**config.mk**
```make
export PLATFORM = sky130hd
export DESIGN_NAME = step_sequencer_flat
export DESIGN_NICKNAME = d
export VERILOG_FILES = /design/src/rtl/rts_ctrl_pkg.sv /design/src/rtl/step_sequencer_if.sv /design/src/rtl/step_period_timer.sv /design/src/rtl/step_sequencer.sv /design/src/flat_wrapper.sv
export SDC_FILE = /design/constraint.sdc
export NUM_CORES = 1
export LEC_CHECK = 0
export ABC_AREA = 1
export CAP_MARGIN = 10
export CORE_MARGIN = 2
export CORE_UTILIZATION = 50
export DETAILED_ROUTE_END_ITERATION = 8
export PLACE_DENSITY = 0.78
export REMOVE_ABC_BUFFERS = 1
export SYNTH_ARGS = -nofsm -noshare
export SYNTH_HDL_FRONTEND = slang
export SYNTH_HIERARCHICAL = 1
export SYNTH_SLANG_ARGS = --single-unit
```
**constraint.sdc**
```tcl
create_clock -name i_clk -period 2.1 [get_ports i_clk]
set_input_delay 0.42 -clock i_clk [delete_from_list [all_inputs] [get_ports i_clk]]
set_output_delay 0.42 -clock i_clk [all_outputs]
set_load 0.05 [all_outputs]
```
**src/rtl/rts_ctrl_pkg.sv**
```systemverilog
// Shared control definitions for the real-time solver step scheduler.
// Holds the sequencer FSM encoding and the minimum step period.
package rts_ctrl_pkg;

  typedef enum logic [1:0] {
    StIdle  = 2'd0,
    StStart = 2'd1,
    StRun   = 2'd2,
    StWait  = 2'd3
  } seq_state_e;

  localparam int unsigned MIN_PERIOD = 4;

  function automatic logic state_is_busy(input seq_state_e state);
    return (state == StStart) || (state == StRun);
  endfunction

endpackage

```
**src/rtl/step_sequencer_if.sv**
```systemverilog
// Control/status bundle between the step sequencer (slave) and its controller
// and solver units (master).
interface step_sequencer_if #(
  parameter int unsigned N_UNITS = 5,
  parameter int unsigned CNT_W   = 16,
  parameter int unsigned STEP_W  = 32
) ();

  logic               en;
  logic [CNT_W-1:0]   step_period;
  logic [N_UNITS-1:0] unit_mask;
  logic [N_UNITS-1:0] done_in;
  logic [N_UNITS-1:0] start_out;
  logic               step_end;
  logic               overrun;
  logic               overrun_flag;
  logic               busy;
  logic [STEP_W-1:0]  step_count;
  logic [STEP_W-1:0]  overrun_count;

  modport master (
    output en, step_period, unit_mask, done_in,
    input  start_out, step_end, overrun, overrun_flag, busy, step_count, overrun_count
  );

  modport slave (
    input  en, step_period, unit_mask, done_in,
    output start_out, step_end, overrun, overrun_flag, busy, step_count, overrun_count
  );

endinterface

```
**src/rtl/step_period_timer.sv**
```systemverilog
// Step period counter: restarts at 0 on entry to START, latches the clamped period
// during START and flags the last cycle of each step.
module step_period_timer
  import rts_ctrl_pkg::*;
#(
  parameter int unsigned CNT_W = 16
) (
  input  logic             i_clk,
  input  logic             i_rst,
  input  logic             i_load,
  input  logic             i_latch,
  input  logic [CNT_W-1:0] i_step_period,
  output logic             o_tick
);

  logic [CNT_W-1:0] r_cnt;
  logic [CNT_W-1:0] r_per;
  logic [CNT_W-1:0] w_per_clamped;

  always_comb begin
    w_per_clamped = i_step_period;
    if (i_step_period < CNT_W'(MIN_PERIOD)) begin
      w_per_clamped = CNT_W'(MIN_PERIOD);
    end
  end

  always_ff @(posedge i_clk) begin
    if (i_rst) begin
      r_cnt <= '0;
      r_per <= CNT_W'(MIN_PERIOD);
    end else begin
      if (i_load) begin
        r_cnt <= '0;
      end else begin
        r_cnt <= r_cnt + CNT_W'(1);
      end
      if (i_latch) begin
        r_per <= w_per_clamped;
      end
    end
  end

  assign o_tick = (r_cnt == (r_per - CNT_W'(1)));

endmodule

```
**src/rtl/step_sequencer.sv**
```systemverilog
// Time-step scheduler: pulses start to all enabled solver units each step, gathers
// their done pulses into sticky flags and reports step completion or overrun.
module step_sequencer
  import rts_ctrl_pkg::*;
#(
  parameter int unsigned N_UNITS = 5,
  parameter int unsigned CNT_W   = 16,
  parameter int unsigned STEP_W  = 32
) (
  input logic              i_clk,
  input logic              i_rst,
  step_sequencer_if.slave  io_seq
);

  seq_state_e r_state;
  seq_state_e w_state_d;

  logic [N_UNITS-1:0] r_flags;
  logic [N_UNITS-1:0] r_mask;
  logic [N_UNITS-1:0] w_flags_or;
  logic [N_UNITS-1:0] w_start_out;
  logic               w_all_done;
  logic               w_tick;
  logic               w_busy;
  logic               w_step_end_d;
  logic               w_overrun_d;

  logic               r_step_end;
  logic               r_overrun;
  logic               r_overrun_flag;
  logic [STEP_W-1:0]  r_step_count;
  logic [STEP_W-1:0]  r_overrun_count;

  step_period_timer #(
    .CNT_W (CNT_W)
  ) u_timer (
    .i_clk         (i_clk),
    .i_rst         (i_rst),
    .i_load        (w_state_d == StStart),
    .i_latch       (r_state == StStart),
    .i_step_period (io_seq.step_period),
    .o_tick        (w_tick)
  );

  // Current-cycle done pulses count immediately; masked units always read as done.
  assign w_flags_or = r_flags | io_seq.done_in;
  assign w_all_done = &(w_flags_or | ~r_mask);

  always_ff @(posedge i_clk) begin
    if (i_rst) begin
      r_state <= StIdle;
    end else begin
      r_state <= w_state_d;
    end
  end

  always_comb begin
    w_state_d = r_state;
    if ((r_state != StIdle) && !io_seq.en) begin
      w_state_d = StIdle;
    end else begin
      case (r_state)
        StIdle: begin
          if (io_seq.en) begin
            w_state_d = StStart;
          end
        end
        StStart: begin
          w_state_d = StRun;
        end
        StRun: begin
          if (w_all_done) begin
            w_state_d = w_tick ? StStart : StWait;
          end else if (w_tick) begin
            w_state_d = StStart;
          end
        end
        StWait: begin
          if (w_tick) begin
            w_state_d = StStart;
          end
        end
        default: begin
          w_state_d = StIdle;
        end
      endcase
    end
  end

  always_comb begin
    w_start_out  = '0;
    w_step_end_d = 1'b0;
    w_overrun_d  = 1'b0;
    w_busy       = state_is_busy(r_state);
    if (r_state == StStart) begin
      w_start_out = io_seq.unit_mask;
    end
    // Completion beats overrun when the last done lands on the tick cycle.
    if ((r_state == StRun) && io_seq.en) begin
      w_step_end_d = w_all_done;
      w_overrun_d  = w_tick & ~w_all_done;
    end
  end

  always_ff @(posedge i_clk) begin
    if (i_rst) begin
      r_flags         <= '0;
      r_mask          <= '0;
      r_step_end      <= 1'b0;
      r_overrun       <= 1'b0;
      r_overrun_flag  <= 1'b0;
      r_step_count    <= '0;
      r_overrun_count <= '0;
    end else begin
      r_step_end <= w_step_end_d;
      r_overrun  <= w_overrun_d;
      if (w_step_end_d) begin
        r_step_count <= r_step_count + STEP_W'(1);
      end
      if (w_overrun_d) begin
        r_overrun_count <= r_overrun_count + STEP_W'(1);
        r_overrun_flag  <= 1'b1;
      end
      if (r_state == StStart) begin
        r_mask <= io_seq.unit_mask;
      end
      if ((w_state_d == StIdle) || (r_state == StStart)) begin
        r_flags <= '0;
      end else if (r_state == StRun) begin
        r_flags <= w_flags_or;
      end
    end
  end

  assign io_seq.start_out     = w_start_out;
  assign io_seq.busy          = w_busy;
  assign io_seq.step_end      = r_step_end;
  assign io_seq.overrun       = r_overrun;
  assign io_seq.overrun_flag  = r_overrun_flag;
  assign io_seq.step_count    = r_step_count;
  assign io_seq.overrun_count = r_overrun_count;

endmodule

```
**src/flat_wrapper.sv**
```systemverilog
// flat-port wrapper written by rule: the top's interface ports become plain ports
module step_sequencer_flat import rts_ctrl_pkg::*;
#(
  parameter int unsigned N_UNITS = 5,
  parameter int unsigned CNT_W   = 16,
  parameter int unsigned STEP_W  = 32
)
  (i_clk, i_rst, io_seq_en, io_seq_step_period, io_seq_unit_mask, io_seq_done_in, io_seq_start_out, io_seq_step_end, io_seq_overrun, io_seq_overrun_flag, io_seq_busy, io_seq_step_count, io_seq_overrun_count);
  step_sequencer_if #(.N_UNITS(N_UNITS), .CNT_W(CNT_W), .STEP_W(STEP_W)) io_seq_i ();
  input logic i_clk;
  input logic i_rst;
  input wire logic [$bits(io_seq_i.en)-1:0] io_seq_en;
  input wire logic [$bits(io_seq_i.step_period)-1:0] io_seq_step_period;
  input wire logic [$bits(io_seq_i.unit_mask)-1:0] io_seq_unit_mask;
  input wire logic [$bits(io_seq_i.done_in)-1:0] io_seq_done_in;
  output wire logic [$bits(io_seq_i.start_out)-1:0] io_seq_start_out;
  output wire logic [$bits(io_seq_i.step_end)-1:0] io_seq_step_end;
  output wire logic [$bits(io_seq_i.overrun)-1:0] io_seq_overrun;
  output wire logic [$bits(io_seq_i.overrun_flag)-1:0] io_seq_overrun_flag;
  output wire logic [$bits(io_seq_i.busy)-1:0] io_seq_busy;
  output wire logic [$bits(io_seq_i.step_count)-1:0] io_seq_step_count;
  output wire logic [$bits(io_seq_i.overrun_count)-1:0] io_seq_overrun_count;
  assign io_seq_i.en = io_seq_en;
  assign io_seq_i.step_period = io_seq_step_period;
  assign io_seq_i.unit_mask = io_seq_unit_mask;
  assign io_seq_i.done_in = io_seq_done_in;
  assign io_seq_start_out = io_seq_i.start_out;
  assign io_seq_step_end = io_seq_i.step_end;
  assign io_seq_overrun = io_seq_i.overrun;
  assign io_seq_overrun_flag = io_seq_i.overrun_flag;
  assign io_seq_busy = io_seq_i.busy;
  assign io_seq_step_count = io_seq_i.step_count;
  assign io_seq_overrun_count = io_seq_i.overrun_count;
  step_sequencer #(.N_UNITS(N_UNITS), .CNT_W(CNT_W), .STEP_W(STEP_W)) u_core (.i_clk(i_clk), .i_rst(i_rst), .io_seq(io_seq_i));
endmodule
```
==> flow_summary.ini <==
[clock_network]
cts.root.buffer_cell = sky130_fd_sc_hd__clkbuf_16
tritoncts = done
clkLatencyLatePin_ps = 360
ctsHtreeMaxLevel = 3
cts_inserted_buffers = 9
clk_pin_slew_worst_paths_ps = 70
worst_case_clock_buffer_depth = 2
clkSinkCount = 111

[sta]
fin_crit_sh = 1.148
post-route-min-period_ps = 2412
finalWorstSetupSlack_ps = -311.8
timing.clock.skew_ps = 7.517
timing.max_slew.rel_slack = 0.6483
worst-slew-pin-transition_ps = 526.7
final_setup_violation_count = 55
max_freq_mhz = 414.6
slew_viols_final = 0
rsz_0062_raised_after_global_routing = yes
timing_hold_violations_final = 0

[setup_path]
critical_path.cell_chain = inv_2 -> ha_4 -> inv_2 -> nand2_1 -> nand2_1 -> nor2_1 -> nand2_1 -> nor2_1 -> nand3_1 -> nor2_1 -> nand2_1 -> nor2_4 -> inv_2 -> a21oi_2 -> nor2_1 -> nand2_1 -> inv_2 -> nor2_4 -> nor2_4 -> buf_6 -> o21ai_1 -> a21oi_1
critical_path_buf_inv_count = 5
setup.worst_path.end_class = flop
family_with_the_most_delay_on_the_worst_path = simple AND/OR/NAND/NOR gates
crit_path_frequent_cell = sky130_fd_sc_hd__nand2_1
data_arrival_critical_path_ps = 2660
critPathMaxStageDelay_ps = 340
critical_path_class = reg2reg
worstSetupStartpointType = flop
cpMaxStageDelayCell = sky130_fd_sc_hd__dfxtp_2
required_ps = 2340
worstPathMaxFanout = 5

[detailed_routing]
wirelength_um = 18830
ant_nets = 0
drt_first_pass_iters = 5
dr.first_iter.drc_count = 469
viasPerCell = 5.109
route.detailed.wl_per_inst_um = 13.14
drc_violations = 0
vias = 7321

[logic_synthesis]
synth_seq_area_share = 0.3260
ys_warn_count = 6
syn_inst = 1097
syn-cell-area_um2 = 6817
ys_types = 38
synth_largest_type_area_fraction = 0.3260
synth_top_area_cell = sky130_fd_sc_hd__dfxtp_1
yosys_register_bits = 111
synthesis.area_per_instance_um2 = 6.214
netlist_top_cells_area = sky130_fd_sc_hd__dfxtp_1 (33%), sky130_fd_sc_hd__nand2_1 (21%), sky130_fd_sc_hd__nor2_1 (8.5%)

[cells_and_area]
final_layout_size_suffix_gt1_frac = 0.1695
fin_area_um2 = 9079
stdcell_count = 1433
multi_input_gate_area_um2 = 4245
syn_to_final_growth_pct = 33.19
num-nets-final = 1289
num-fill-cells = 1156
area.sequential_um2 = 2227
diodes = 0

[die]
floorplan.die.width_um = 120.8
die_outline_area_um2 = 14580
rows = 42
core-area_um2 = 13300
start_util = 0.5127
design.portCount = 102
floorplan.die.height_um = 120.8

[placed_design]
gp_weighted_congestion = 0.9717
placed_cells = 1411
post-dp-hpwl_um = 13900
place.port_buffers = 101
placed_area_um2 = 8462

[run_status]
status = finished with violations
failed_checks = setup timing

[global_routing]
grt_overflow_total = 0
grt_antenna_before_repair = 0
vias_in_the_first_global_route = 6687
grt_first_pass_wirelength_um = 31190
grt_util_all_layers = 0.2636
grt_start_max_net_pins = 44

[job]
max_cap_viol_count = 0

[min_path]
hold_path.class = reg2reg

[pwr]
power_leakage_nw = 3.887
p_per_area_nw_per_um2 = 506.9
ir_drop_mv = 0.3534
total_power_mw = 4.602
-- cells in the final DEF (no fill, tap or decap), drive strengths merged, types with 20 or more instances in the layout --
cell           instances
dfxtp                111
dlymetal6s2s          20
o21ai                 37
clkdlybuf4s50         65
inv                  113
nand3                 54
buf                   76
nand2                402
nor2                 188
a21oi                 97
xor2                  25
-- kinds of logic (layout without fill, tap and decap cells) --
| logic type | Yosys count | after routing | share of synthesized area |
|---|---|---|---|
| adder cells (fa/ha/maj) | 8 | 8 | 0.01468 |
| XOR/XNOR | 36 | 36 | 0.04626 |
| AND/OR/NAND/NOR | 665 | 665 | 0.4222 |
| buffers and inverters | 136 | 296 | 0.08296 |
| AO/OA/AOI/OAI | 141 | 141 | 0.1079 |
| flip-flops | 111 | 111 | 0.3260 |
-- where the power goes --
part | switching (mW) | leakage, nW | internal, mW
clock | 0.826 | 0.138 | 0.852
sequential | 0.0431 | 0.898 | 2.15
combinational | 0.414 | 2.85 | 0.319
-- worst min-delay path, stage by stage, from the launching register on --
cell                      delay (ps)
sky130_fd_sc_hd__dfxtp_1         320
sky130_fd_sc_hd__nand2_1          60
sky130_fd_sc_hd__a21oi_1          50
-- flip-flops by register name, summed over array words and instances, names as in the netlist --
| register | cells |
|---|---|
| u_core/io_seq.overrun | 1 |
| u_core/io_seq.overrun_count | 32 |
| u_core/io_seq.overrun_flag | 1 |
| u_core/io_seq.step_count | 32 |
| u_core/io_seq.step_end | 1 |
| u_core/r_flags | 5 |
| u_core/r_mask | 5 |
| u_core/r_state | 2 |
| u_core/u_timer/r_cnt | 16 |
| u_core/u_timer/r_per | 16 |
-- cell usage after synthesis (all sizes together) --
| master | n |
|---|---|
| o21ai | 37 |
| dfxtp | 111 |
| a21oi | 97 |
| xor2 | 25 |
| clkinv | 1 |
| o21a | 3 |
| nand3b | 2 |
| nor3 | 9 |
| nor4 | 3 |
| inv | 111 |
| o21bai | 2 |
| buf | 15 |
| nand3 | 54 |
| or2 | 2 |
| nand4 | 4 |
| nor2 | 188 |
| a31oi | 2 |
| nand2 | 402 |
| xnor2 | 11 |
| and3 | 1 |
| clkbuf | 9 |
| ha | 8 |
-- routing by layer --
metal / part of all wire / wire, um / GRT usage / vias to the layer above
li1: - / - / - / 3745
met2: 0.45 / 8450 / 0.4280 / 263
met1: 0.46 / 8603 / 0.3542 / 3278
met3: 0.069 / 1294 / 0.03868 / 35
met4: 0.026 / 484 / 0.09884 / 0
met5: 0 / 0 / 0 / -
-- metrics by stage --
stage          hold WS (ps)  setup slack [ps]  setup TNS, ps  utilization
6_report              469.7            -311.8         -11390       0.6829
4_1_cts               456.9            -224.5          -8332       0.6721
3_5_place_dp          459.4            -402.7         -18950       0.6365
3_3_place_gp          452.9            -321.5         -14140       0.6365
2_1_floorplan         429.5            -269.5          -4119            -
5_1_grt               489.1            -513.5         -23170       0.6829
-- area by class of cell --
class,count,share of cell area
Multi-Input combinational cell,850,0.4676
Sequential cell,111,0.2453
Timing Repair Buffer,168,0.1848
Inverter,112,0.04672
Clock buffer,11,0.02674
Tap cell,176,0.02426
Clock inverter,5,0.004548
-- final timing paths --
| kind | startpoint | end | slack [ps] | cells past startpoint |
|---|---|---|---|---|
| setup / recovery | u_core/u_timer/r_per[1] | u_core/u_timer/r_cnt[5] | -310 | 22 |
| setup reg to reg | u_core/u_timer/r_per[1] | u_core/u_timer/r_cnt[5] | -310 | 22 |
| hold / removal | u_core/r_mask[2] | u_core/r_mask[2] | 470 | 2 |
| hold reg to reg | u_core/r_mask[2] | u_core/r_mask[2] | 470 | 2 |
-- timing repair --
action,CTS,global route
pin swaps,32,8
cloned,1,0
endpoints found under the setup margin,68,79
hold buffers,0,0
gates resized for setup,61,47
buffers inserted,9,1
No activity file was read; power rests on OpenSTA's default activity.
==> edit, RTL diff (same settings) <==
Encoding of `seq_state_e`: now one-hot (4 bits for 4 states).
--- a/src/rtl/rts_ctrl_pkg.sv
+++ b/src/rtl/rts_ctrl_pkg.sv
@@ -4,7 +4,7 @@
 
-  typedef enum logic [1:0] {
-    StIdle  = 2'd0,
-    StStart = 2'd1,
-    StRun   = 2'd2,
-    StWait  = 2'd3
+  typedef enum logic [3:0] {
+    StIdle  = 4'b0001,
+    StStart = 4'b0010,
+    StRun   = 4'b0100,
+    StWait  = 4'b1000
   } seq_state_e;
Behaviour: no difference found for any inputs over 10 cycles, from zero or initial values and one cycle with i_rst high; not proved beyond that.
==> edit against the original RTL <==
- the flow still finishes with violations (setup timing)
- sequential cell count grew 2
- critical path depth shrank 6
- first-iteration DRC count is 19% higher
- sequential share of layout area increased by 0.59 points
- cell area shrank 0.47%
- setup slack improved by 0.13 ns
- routed wire length fell by 3.1%
- area after synthesis shrank 0.70%
- non-clock buffer count fell by 28
Power is not compared: it rests on default switching activity, and its combinational part moved more than twofold at a synthesized area within 25%.
==> edit: results (changes against the original RTL) <==
[logic_synthesis]
yosys-top-cells-area = dfxtp_1, nand2_1, nor2_1, a21oi_1, inv_1
ys_top_cells_by_count = nand2_1, nor2_1, dfxtp_1, inv_1, a21oi_1
synthArstFlopShare_pct = 0  ; unchanged
synth_compound_gate_area_share_pct = 11.0  ; +0.24 points
synth_most_common_cell = nand2_1
netlist.area_leader.share_pct = 33.4  ; +0.82 points
ys_seq_area_share_pct = 33.4  ; +0.82 points
synthXorXnorAreaFrac_pct = 4.66  ; +0.032 points
synthDistinctLibCells = 37  ; -2.6%
yosysWarnings = 6  ; unchanged
synth_fa_ha_area_share_pct = 0.739  ; -0.73 points

[finish]
buffer_area_share_pct = 15.3  ; -3.2 points
clkCellAreaFrac_pct = 6.09  ; +3.0 points
num-nonclk-buffers = 140  ; -17%
n_fill_cell = 1196  ; +3.5%
drive_above_1_share_pct = 14.5  ; -2.5 points
num-multi-input-gates = 865  ; +1.8%
seq_area_um2 = 2270  ; +1.9%
seq-cell-share_pct = 25.1  ; +0.59 points
multi_input_area_share_pct = 45.8  ; -0.92 points
nets = 1291  ; +0.16%
inv_count = 121  ; +8.0%
clkbuf_count = 25  ; +14

[cts]
cts_made_buffers = 17  ; +8
clock_latency_ns = 0.41  ; +0.05 ns
clock_sinks = 113  ; +1.8%
htree_levels = 4  ; +1
clk_pin_slew_worst_paths_ns = 0.05  ; -0.02 ns

[sta]
tightest_slew_ns = 0.757  ; +0.230 ns
tns_ns = -7.02  ; +4.36 ns
setup_ws_ns = -0.184  ; +0.128 ns
finalClockSkew_ns = 0.00658  ; -0.000937 ns
finalSetupViolations = 50  ; -9.1%

[placed_design]
dp_slack_ns = -0.294  ; +0.109 ns
hpwl_mm = 13.3  ; -4.5%
place_area_um2 = 8230  ; -2.8%
gp_congestion = 0.968  ; -0.35%

[routing]
drtIter0Drc = 559  ; +19%
routedWlPerCell_um = 12.6  ; -4.0%
vias_per_cell = 5.00  ; -2.0%

[grt]
grt_pass1_vias = 6532  ; -2.3%
grt_pass1_wl_mm = 30.1  ; -3.6%
antenna_found_initial = 0  ; unchanged
grt_max_degree = 62  ; +41%
grtUsageTotal_pct = 25.5  ; -0.87 points

[power_and_ir_drop]
leakagePower_nw = 3.96

[critical_path]
startpoint = u_core/u_timer/r_per[2]
reg2reg_depth = 16  ; -27%
arrival_ns = 2.62  ; -0.04 ns
cp-endpoint = u_core/io_seq.overrun_count[20]
timing.rr.start = u_core/u_timer/r_per[2]
crit_fanout = 32  ; +27

[hold_path]
hold_class = input pin to flop
min_to = u_core/r_state[1]
hold_path_startpoint = i_rst

[outcome]
violations = setup timing
status = complete, but fails checks

-- edit: cell types whose count changed after synthesis, moves of 4 or more --
cell / before / now
buf_6: 6 / 1
inv_1: 100 / 111
nand2_1: 384 / 417
nand2_2: 16 / 12
nor2_4: 12 / 1
nor2_2: 20 / 13
a21oi_1: 94 / 86
ha_1: 8 / 4
nor2_1: 154 / 165
buf_2: 7 / 11
a21oi_2: 3 / 10
-- edit: what timing repair did --
action | 4_1_cts | 5_1_grt
gates cloned | 1 | 0
resized for setup | 62 | 70
buffers inserted | 2 | 0
endpoints found under the setup margin | 86 | 68
hold endpoints to repair | 0 | 0
pin swaps | 6 | 23
-- edit: power by group --
group          internal (mW)  switching [mW]  total [mW]
clock network           1.73           0.959        2.69
logic                  0.142           0.186       0.328
registers               2.16          0.0186        2.18
-- edit: routing by layer --
metal	up-vias	global-route usage (%)	share of wire (%)
met3	24	5.19	5.3
met1	3231	33.6	47
li1	3781	-	-
met4	0	8.14	1.6
met2	201	41.9	46
met5	-	0	0
-- edit: worst max-delay path, cell delays in order, from the launching register on --
cell,delay [ns]
dfxtp_2,0.33
buf_4,0.15
inv_4,0.08
nand2_1,0.07
nor2_2,0.16
nand3_1,0.09
nand3_1,0.08
nand2_1,0.05
nor2_1,0.09
nand3_1,0.14
nor2_4,0.19
inv_1,0.07
o21bai_1,0.16
nor2_2,0.13
buf_12,0.20
nand2_1,0.08
a21oi_1,0.12
-- edit: through the flow --
stage | total power, mW | utilization, % | std cells | hold WS [ns]
after floorplan | 2.36 | - | 1099 | 0.426
final | 5.20 | 68.2 | 1446 | 0.298
after global placement | 2.50 | 62.1 | 1413 | 0.432
after global routing | 5.38 | 68.2 | 1446 | 0.300
after CTS | 5.21 | 66.7 | 1447 | 0.278
after detailed placement | 2.50 | 62.1 | 1413 | 0.437
